==> src/rtl/mips_cpu_muldiv_unit_if.sv <==
// ---------------------------------------------------------------------------
// mips_cpu_muldiv_unit_if
//
// Purpose: groups the request/response signals between the CPU core and the
// HI/LO multiply-divide unit.
//
// Signals:
//   start  core -> unit  request strobe, sampled while the unit is not busy
//   op     core -> unit  0=MULT 1=MULTU 2=DIV 3=DIVU 4=MTHI 5=MTLO 6/7=no-op
//   a      core -> unit  Rs operand (dividend / multiplicand / MTHI/MTLO data)
//   b      core -> unit  Rt operand (divisor / multiplier)
//   busy   unit -> core  arithmetic operation in flight
//   done   unit -> core  one-cycle pulse after HI/LO take a mul/div result
//   hi     unit -> core  HI register
//   lo     unit -> core  LO register
//
// Modports: master = CPU core side, slave = multiply-divide unit side.
// ---------------------------------------------------------------------------
interface mips_cpu_muldiv_unit_if #(
    parameter int WIDTH = 32
);
    logic             start;
    logic [2:0]       op;
    logic [WIDTH-1:0] a;
    logic [WIDTH-1:0] b;
    logic             busy;
    logic             done;
    logic [WIDTH-1:0] hi;
    logic [WIDTH-1:0] lo;

    modport master (
        output start, op, a, b,
        input  busy, done, hi, lo
    );

    modport slave (
        input  start, op, a, b,
        output busy, done, hi, lo
    );
endinterface

==> src/rtl/mips_cpu_muldiv_unit.sv <==
// ---------------------------------------------------------------------------
// mips_cpu_muldiv_unit
//
// Purpose: iterative HI/LO multiply-divide unit for the MIPS core. Owns the
// HI and LO registers and executes MULT/MULTU/DIV/DIVU one bit per cycle
// (shift-add multiply, restoring divide) followed by a single sign-fixup
// cycle. MTHI/MTLO write HI/LO directly while idle.
//
// Ports:
//   clk         clock, all state updates on the rising edge
//   reset       synchronous active-high reset, overrides clk_enable
//   clk_enable  when low, every register (including done) holds
//   bus         slave modport of mips_cpu_muldiv_unit_if
//                 (start/op/a/b in, busy/done/hi/lo out)
//
// Timing: start accepted at edge k -> busy after edges k..k+WIDTH,
// hi/lo updated and done=1 after edge k+WIDTH+1.
// ---------------------------------------------------------------------------
module mips_cpu_muldiv_unit #(
    parameter int WIDTH = 32
) (
    input  logic                  clk,
    input  logic                  reset,
    input  logic                  clk_enable,
    mips_cpu_muldiv_unit_if.slave bus
);

    localparam int CW = $clog2(WIDTH) + 1;

    typedef enum logic [1:0] {
        IDLE,
        MUL,
        DIV,
        FIXUP
    } state_t;

    typedef enum logic [2:0] {
        OP_MULT  = 3'd0,
        OP_MULTU = 3'd1,
        OP_DIV   = 3'd2,
        OP_DIVU  = 3'd3,
        OP_MTHI  = 3'd4,
        OP_MTLO  = 3'd5
    } op_t;

    state_t             state;
    logic [CW-1:0]      count;

    // Multiply datapath: acc holds {partial product upper half, remaining
    // multiplier bits}; each step adds the multiplicand into the upper half
    // and shifts the whole thing right by one.
    logic [2*WIDTH-1:0] acc;
    // Multiplicand for multiply, divisor for divide.
    logic [WIDTH-1:0]   operand;

    // Divide datapath: quo starts as the dividend and is shifted out MSB
    // first while quotient bits are shifted in at the bottom.
    logic [WIDTH-1:0]   rem;
    logic [WIDTH-1:0]   quo;

    logic               neg_q;
    logic               neg_r;
    logic               is_div;
    logic               div_zero;
    logic [WIDTH-1:0]   a_raw;

    logic               busy_r;
    logic               done_r;
    logic [WIDTH-1:0]   hi_r;
    logic [WIDTH-1:0]   lo_r;

    logic               signed_op;
    logic [WIDTH-1:0]   a_mag;
    logic [WIDTH-1:0]   b_mag;
    logic [WIDTH:0]     mul_sum;
    logic [WIDTH:0]     div_shift;
    logic [WIDTH:0]     div_diff;
    logic [2*WIDTH-1:0] prod_fixed;
    logic [WIDTH-1:0]   q_fixed;
    logic [WIDTH-1:0]   r_fixed;

    // Operand magnitudes for signed ops. The most-negative value negates to
    // itself, which is exactly its magnitude when read as unsigned.
    always_comb begin
        signed_op = (bus.op == OP_MULT) || (bus.op == OP_DIV);
        a_mag     = (signed_op && bus.a[WIDTH-1]) ? -bus.a : bus.a;
        b_mag     = (signed_op && bus.b[WIDTH-1]) ? -bus.b : bus.b;
    end

    // One shift-add step and one restoring-divide step. The top bit of
    // div_diff is the borrow: clear means the divisor fits.
    always_comb begin
        mul_sum   = {1'b0, acc[2*WIDTH-1:WIDTH]}
                  + (acc[0] ? {1'b0, operand} : {(WIDTH+1){1'b0}});
        div_shift = {rem, quo[WIDTH-1]};
        div_diff  = div_shift - {1'b0, operand};
    end

    // Sign correction applied in FIXUP: quotient truncates toward zero and
    // the remainder follows the dividend's sign.
    always_comb begin
        prod_fixed = neg_q ? -acc : acc;
        q_fixed    = neg_q ? -quo : quo;
        r_fixed    = neg_r ? -rem : rem;
    end

    // Main FSM. Reset aborts everything; with clk_enable low nothing moves,
    // so a stalled operation resumes exactly where it left off.
    always_ff @(posedge clk) begin
        if (reset) begin
            state    <= IDLE;
            count    <= '0;
            acc      <= '0;
            operand  <= '0;
            rem      <= '0;
            quo      <= '0;
            neg_q    <= 1'b0;
            neg_r    <= 1'b0;
            is_div   <= 1'b0;
            div_zero <= 1'b0;
            a_raw    <= '0;
            busy_r   <= 1'b0;
            done_r   <= 1'b0;
            hi_r     <= '0;
            lo_r     <= '0;
        end else if (clk_enable) begin
            case (state)
                IDLE: begin
                    done_r <= 1'b0;
                    if (bus.start) begin
                        case (bus.op)
                            OP_MULT, OP_MULTU: begin
                                acc     <= {{WIDTH{1'b0}}, b_mag};
                                operand <= a_mag;
                                neg_q   <= signed_op && (bus.a[WIDTH-1] ^ bus.b[WIDTH-1]);
                                neg_r   <= 1'b0;
                                is_div  <= 1'b0;
                                count   <= '0;
                                busy_r  <= 1'b1;
                                state   <= MUL;
                            end
                            OP_DIV, OP_DIVU: begin
                                rem      <= '0;
                                quo      <= a_mag;
                                operand  <= b_mag;
                                neg_q    <= signed_op && (bus.a[WIDTH-1] ^ bus.b[WIDTH-1]);
                                neg_r    <= signed_op && bus.a[WIDTH-1];
                                is_div   <= 1'b1;
                                div_zero <= (bus.b == '0);
                                a_raw    <= bus.a;
                                count    <= '0;
                                busy_r   <= 1'b1;
                                state    <= DIV;
                            end
                            OP_MTHI: hi_r <= bus.a;
                            OP_MTLO: lo_r <= bus.a;
                            default: ;
                        endcase
                    end
                end

                MUL: begin
                    acc   <= {mul_sum, acc[WIDTH-1:1]};
                    count <= count + CW'(1);
                    if (count == CW'(WIDTH - 1)) begin
                        state <= FIXUP;
                    end
                end

                DIV: begin
                    if (!div_diff[WIDTH]) begin
                        rem <= div_diff[WIDTH-1:0];
                        quo <= {quo[WIDTH-2:0], 1'b1};
                    end else begin
                        rem <= div_shift[WIDTH-1:0];
                        quo <= {quo[WIDTH-2:0], 1'b0};
                    end
                    count <= count + CW'(1);
                    if (count == CW'(WIDTH - 1)) begin
                        state <= FIXUP;
                    end
                end

                FIXUP: begin
                    // Divide by zero returns the untouched dividend in HI
                    // rather than the iterated remainder.
                    if (is_div) begin
                        if (div_zero) begin
                            hi_r <= a_raw;
                            lo_r <= '1;
                        end else begin
                            hi_r <= r_fixed;
                            lo_r <= q_fixed;
                        end
                    end else begin
                        hi_r <= prod_fixed[2*WIDTH-1:WIDTH];
                        lo_r <= prod_fixed[WIDTH-1:0];
                    end
                    count  <= '0;
                    done_r <= 1'b1;
                    busy_r <= 1'b0;
                    state  <= IDLE;
                end

                default: state <= IDLE;
            endcase
        end
    end

    assign bus.busy = busy_r;
    assign bus.done = done_r;
    assign bus.hi   = hi_r;
    assign bus.lo   = lo_r;

endmodule

==> src/flat_wrapper.sv <==
// flat-port wrapper written by rule: the top's interface ports become plain ports
module mips_cpu_muldiv_unit_flat 
#(
    parameter int WIDTH = 32
)
  (clk, reset, clk_enable, bus_start, bus_op, bus_a, bus_b, bus_busy, bus_done, bus_hi, bus_lo);
  mips_cpu_muldiv_unit_if #(.WIDTH(WIDTH)) bus_i ();
  input  logic clk;
  input  logic reset;
  input  logic clk_enable;
  input wire logic [$bits(bus_i.start)-1:0] bus_start;
  input wire logic [$bits(bus_i.op)-1:0] bus_op;
  input wire logic [$bits(bus_i.a)-1:0] bus_a;
  input wire logic [$bits(bus_i.b)-1:0] bus_b;
  output wire logic [$bits(bus_i.busy)-1:0] bus_busy;
  output wire logic [$bits(bus_i.done)-1:0] bus_done;
  output wire logic [$bits(bus_i.hi)-1:0] bus_hi;
  output wire logic [$bits(bus_i.lo)-1:0] bus_lo;
  assign bus_i.start = bus_start;
  assign bus_i.op = bus_op;
  assign bus_i.a = bus_a;
  assign bus_i.b = bus_b;
  assign bus_busy = bus_i.busy;
  assign bus_done = bus_i.done;
  assign bus_hi = bus_i.hi;
  assign bus_lo = bus_i.lo;
  mips_cpu_muldiv_unit #(.WIDTH(WIDTH)) u_core (.clk(clk), .reset(reset), .clk_enable(clk_enable), .bus(bus_i));
endmodule
==> config.mk <==
export PLATFORM = sky130hd
export DESIGN_NAME = mips_cpu_muldiv_unit_flat
export DESIGN_NICKNAME = d
export VERILOG_FILES = /design/src/rtl/mips_cpu_muldiv_unit_if.sv /design/src/rtl/mips_cpu_muldiv_unit.sv /design/src/flat_wrapper.sv
export SDC_FILE = /design/constraint.sdc
export NUM_CORES = 1
export LEC_CHECK = 0
export ABC_AREA = 1
export CORE_MARGIN = 8
export CORE_UTILIZATION = 52
export CTS_CLUSTER_DIAMETER = 40
export CTS_CLUSTER_SIZE = 8
export DETAILED_ROUTE_END_ITERATION = 16
export PLACE_DENSITY = 0.71
export SETUP_SLACK_MARGIN = 0.4
export SLEW_MARGIN = 20
export SYNTH_ARGS = -nofsm -noshare
export SYNTH_HDL_FRONTEND = slang
export SYNTH_SLANG_ARGS = --single-unit
==> constraint.sdc <==
create_clock -name clk -period 3 [get_ports clk]
set_input_delay 0.9 -clock clk [delete_from_list [all_inputs] [get_ports clk]]
set_output_delay 0.9 -clock clk [all_outputs]
set_load 0.01 [all_outputs]
==> qor.yml <==
sta:
  period_share_pct: 85.9
  tns_ns: 0
  skew_ns: 0.0353
  slew_violations: 0
  worst_pin_slew_ns: 0.856
  finalHoldViolCount: 0
  fmax_ghz: 0.388
  fin_hold_ws_ns: 0.474
  finalSetupViolCount: 0
  finalCriticalPeriod_ns: 2.58
  rsz0062_at_grt: "true"
  slew_headroom_pct: 42.6
synthesis:
  synth-simple-area-share_pct: 40.7
  syn_nets: 4171
  synthDistinctLibCells: 59
  synth_compound_area_share_pct: 18.1
  synth_seq_cells: 270
  netlist_instances: 4024
  synth_warnings: 0
  syn_area_um2: 23000
  synth_edf_count: 0
  synth-main-ff-cell: "dfxtp_1"
  yosysSeqAreaShare_pct: 23.5
  synth.avg_cell_area_um2: 5.72
  synth_top_family_by_area: "simple AND/OR/NAND/NOR gates"
  synthArstFlopShare_pct: 0
  synth_fa_ha_area_share_pct: 4.20
  synthMuxAreaShare_pct: 0
  synth_xor_xnor_area_share_pct: 2.82
clock_network:
  ctsHoldBuffers: 0
  cts_tree: "built"
  h-tree-depth: 2
  clk_latency_ns: 0.62
  cts.sinks: 270
  cts_root_buf: "clkbuf_16"
  clk_pin_slew_ns: 0.05
  clock_path_buffers: 3
  cts_buffers: 53
global_route:
  grt_max_degree: 135
  grt_pass1_vias: 25800
  track_usage_pct: 38.4
  grt_antenna_before_repair: 4
  grt_overflow_total: 0
  grt_pass1_wl_um: 152000
die:
  rows: 77
  die_y_um: 226
  coreArea_um2: 43900
  io_pins: 137
  dieArea_um2: 51300
  die_w_um: 226
  start_util_pct: 52.4
hold_path:
  worstHoldPathType: "reg -> reg"
  hold_end: "u_core.count[4]"
  hp-start: "u_core.count[4]"
  whs_path_depth: 2
finish:
  layout_common_cells: "1,218 x nand2_1, 429 x inv_1, 412 x nor2_1"
  layout.area.seq_um2: 5440
  num-fill-cells: 4395
  final_cells: 4871
  multiInputGateArea_um2: 15400
  fin_nets: 4395
  layout_commonest_cell: "nand2_1"
  syn2layout_area_growth_pct: 22.0
  final_util_pct: 63.9
  layout-drive-gt1-share_pct: 10.3
  design_area_um2: 28100
critical_path:
  cp_max_fo: 6
  cp_data_arrival_time_ns: 3.12
  crit_type: "reg -> reg"
  cp.required_ns: 3.54
  r2r_start: "u_core.acc[0]"
  end_kind: "flip-flop"
  rrSetupSlack_ns: 0.42
  rr_endpoint: "u_core.bus.hi[30]"
  startpoint_type: "flip-flop"
  reg2regPathDepth: 12
run_status:
  status: "complete, no violations"
placed_design:
  place.detailed.hpwl_um: 80900
  io_buffers: 136
  gp_congestion: 1.08
  dp_cells: 4771
  placed_area_um2: 25900
routing:
  drtIter0Drc: 4034
  routed_wl_um: 103000
  routedWlPerCell_um: 21.2
  vias: 28900
  ant_nets: 0
  drcViolationCount: 0
  via_per_inst: 5.92
  dr.pass1.iters: 8
power:
  power_density_nw_per_um2: 616
  vdd_ir_drop_max_mv: 0.459
  leakage_nw: 13.7
flow_run:
  drv_cap: 0
## critical path, stage by stage, from the launching register on
cell,delay (ns)
dfxtp_4,0.39
inv_1,0.14
ha_1,0.23
nand2_2,0.09
nor2_4,0.20
nand3_1,0.23
o21ai_4,0.31
nand3_1,0.12
nand2_1,0.07
nand3_1,0.29
nand2_1,0.18
nand2_1,0.10
a21oi_1,0.16
## routing by layer
layer	part of all wire (%)	track usage [%]	wire length (um)
met2	41	56.9	42700
met3	12	9.01	12500
met4	7.8	25.0	8080
met5	0.026	0	27
met1	39	49.5	39900
## cells in the mapped netlist, types with 5 or more instances
cell type	count	area [um^2]
a21o_1	8	60.1
ha_1	74	926
o21ai_2	7	61.3
inv_1	434	1630
dfxtp_1	270	5410
nand4_1	58	363
o211ai_1	37	278
a31oi_1	10	62.6
nand2_1	1225	4600
xor2_1	59	517
nor3_1	39	195
a221oi_2	7	105
nand3_1	381	1910
buf_1	15	56.3
or2_2	21	131
o21a_1	6	45.0
clkbuf_1	94	353
nand3b_1	23	173
nor2_4	6	67.6
inv_2	13	48.8
nor2_1	422	1580
o21ai_1	15	75.1
buf_4	6	45.0
and2_1	7	43.8
a21oi_1	391	1960
nor2_2	10	62.6
nand2_2	15	93.8
o21ai_0	256	1280
xnor2_1	15	131
buf_2	37	185
buf_6	7	78.8
a221oi_1	5	43.8
## where the power goes
group	internal, mW	total [mW]	switching [mW]
Clock	3.69	5.77	2.08
Sequential	3.96	4.34	0.383
Combinational	2.44	7.19	4.75
Total	10.1	17.3	7.21
## per-stage QoR
| step | setup WS (ns) | total power, mW |
|---|---|---|
| floorplan | 0.461 | 8.47 |
| global placement | -0.0726 | 10.9 |
| detailed placement | -0.0800 | 10.9 |
| CTS | 0.393 | 16.7 |
| global route | 0.365 | 18.0 |
| finish | 0.423 | 17.3 |
## repair_timing
item                       CTS  global route
pin swaps                    0             9
gates cloned                 0             7
setup buffers                0             7
resized for setup            8            69
hold endpoints to repair     0             0
setup endpoints to repair   58            87
## logic make-up (layout without fill, tap and decap cells)
logic type | count (synthesis) | after routing
flops | 270 | 270
other cells | 0 | 1
buf+inv | 612 | 865
compound gates | 765 | 765
xor+xnor | 74 | 74
fa+ha+maj | 76 | 76
simple gates | 2227 | 2228
## flip-flops by register name, indices dropped and copies added (netlist names)
name	cells
u_core.acc	64
u_core.a_raw	32
u_core.bus.hi	32
u_core.bus.lo	32
u_core.operand	32
u_core.quo	32
u_core.rem	32
u_core.count	6
u_core.state	2
u_core.bus.busy	1
u_core.bus.done	1
u_core.div_zero	1
u_core.is_div	1
u_core.neg_q	1
u_core.neg_r	1
## final cells by class
type                       count  area share (%)
timing repair buffer         330            11.1
clock buffer                  60            4.92
inverter                     450            6.02
tap                          592            2.64
sequential                   270            19.4
clock inverter                25            1.10
multi-input combinational   3143            54.9
antenna                        1         0.00891
## how the worst max path moves through the flow
stage                     cells past startpoint               start           endpoint
after floorplan                              17       u_core.acc[0]     u_core.acc[61]
after global placement                       11           bus_op[2]  u_core.operand[8]
after detailed placement                     11           bus_op[2]  u_core.operand[8]
after CTS                                    18      u_core.quo[31]     u_core.rem[11]
after global routing                         16  u_core.operand[23]     u_core.rem[31]
final                                        12       u_core.acc[0]  u_core.bus.hi[30]
No activity file was read; power rests on OpenSTA's default activity.
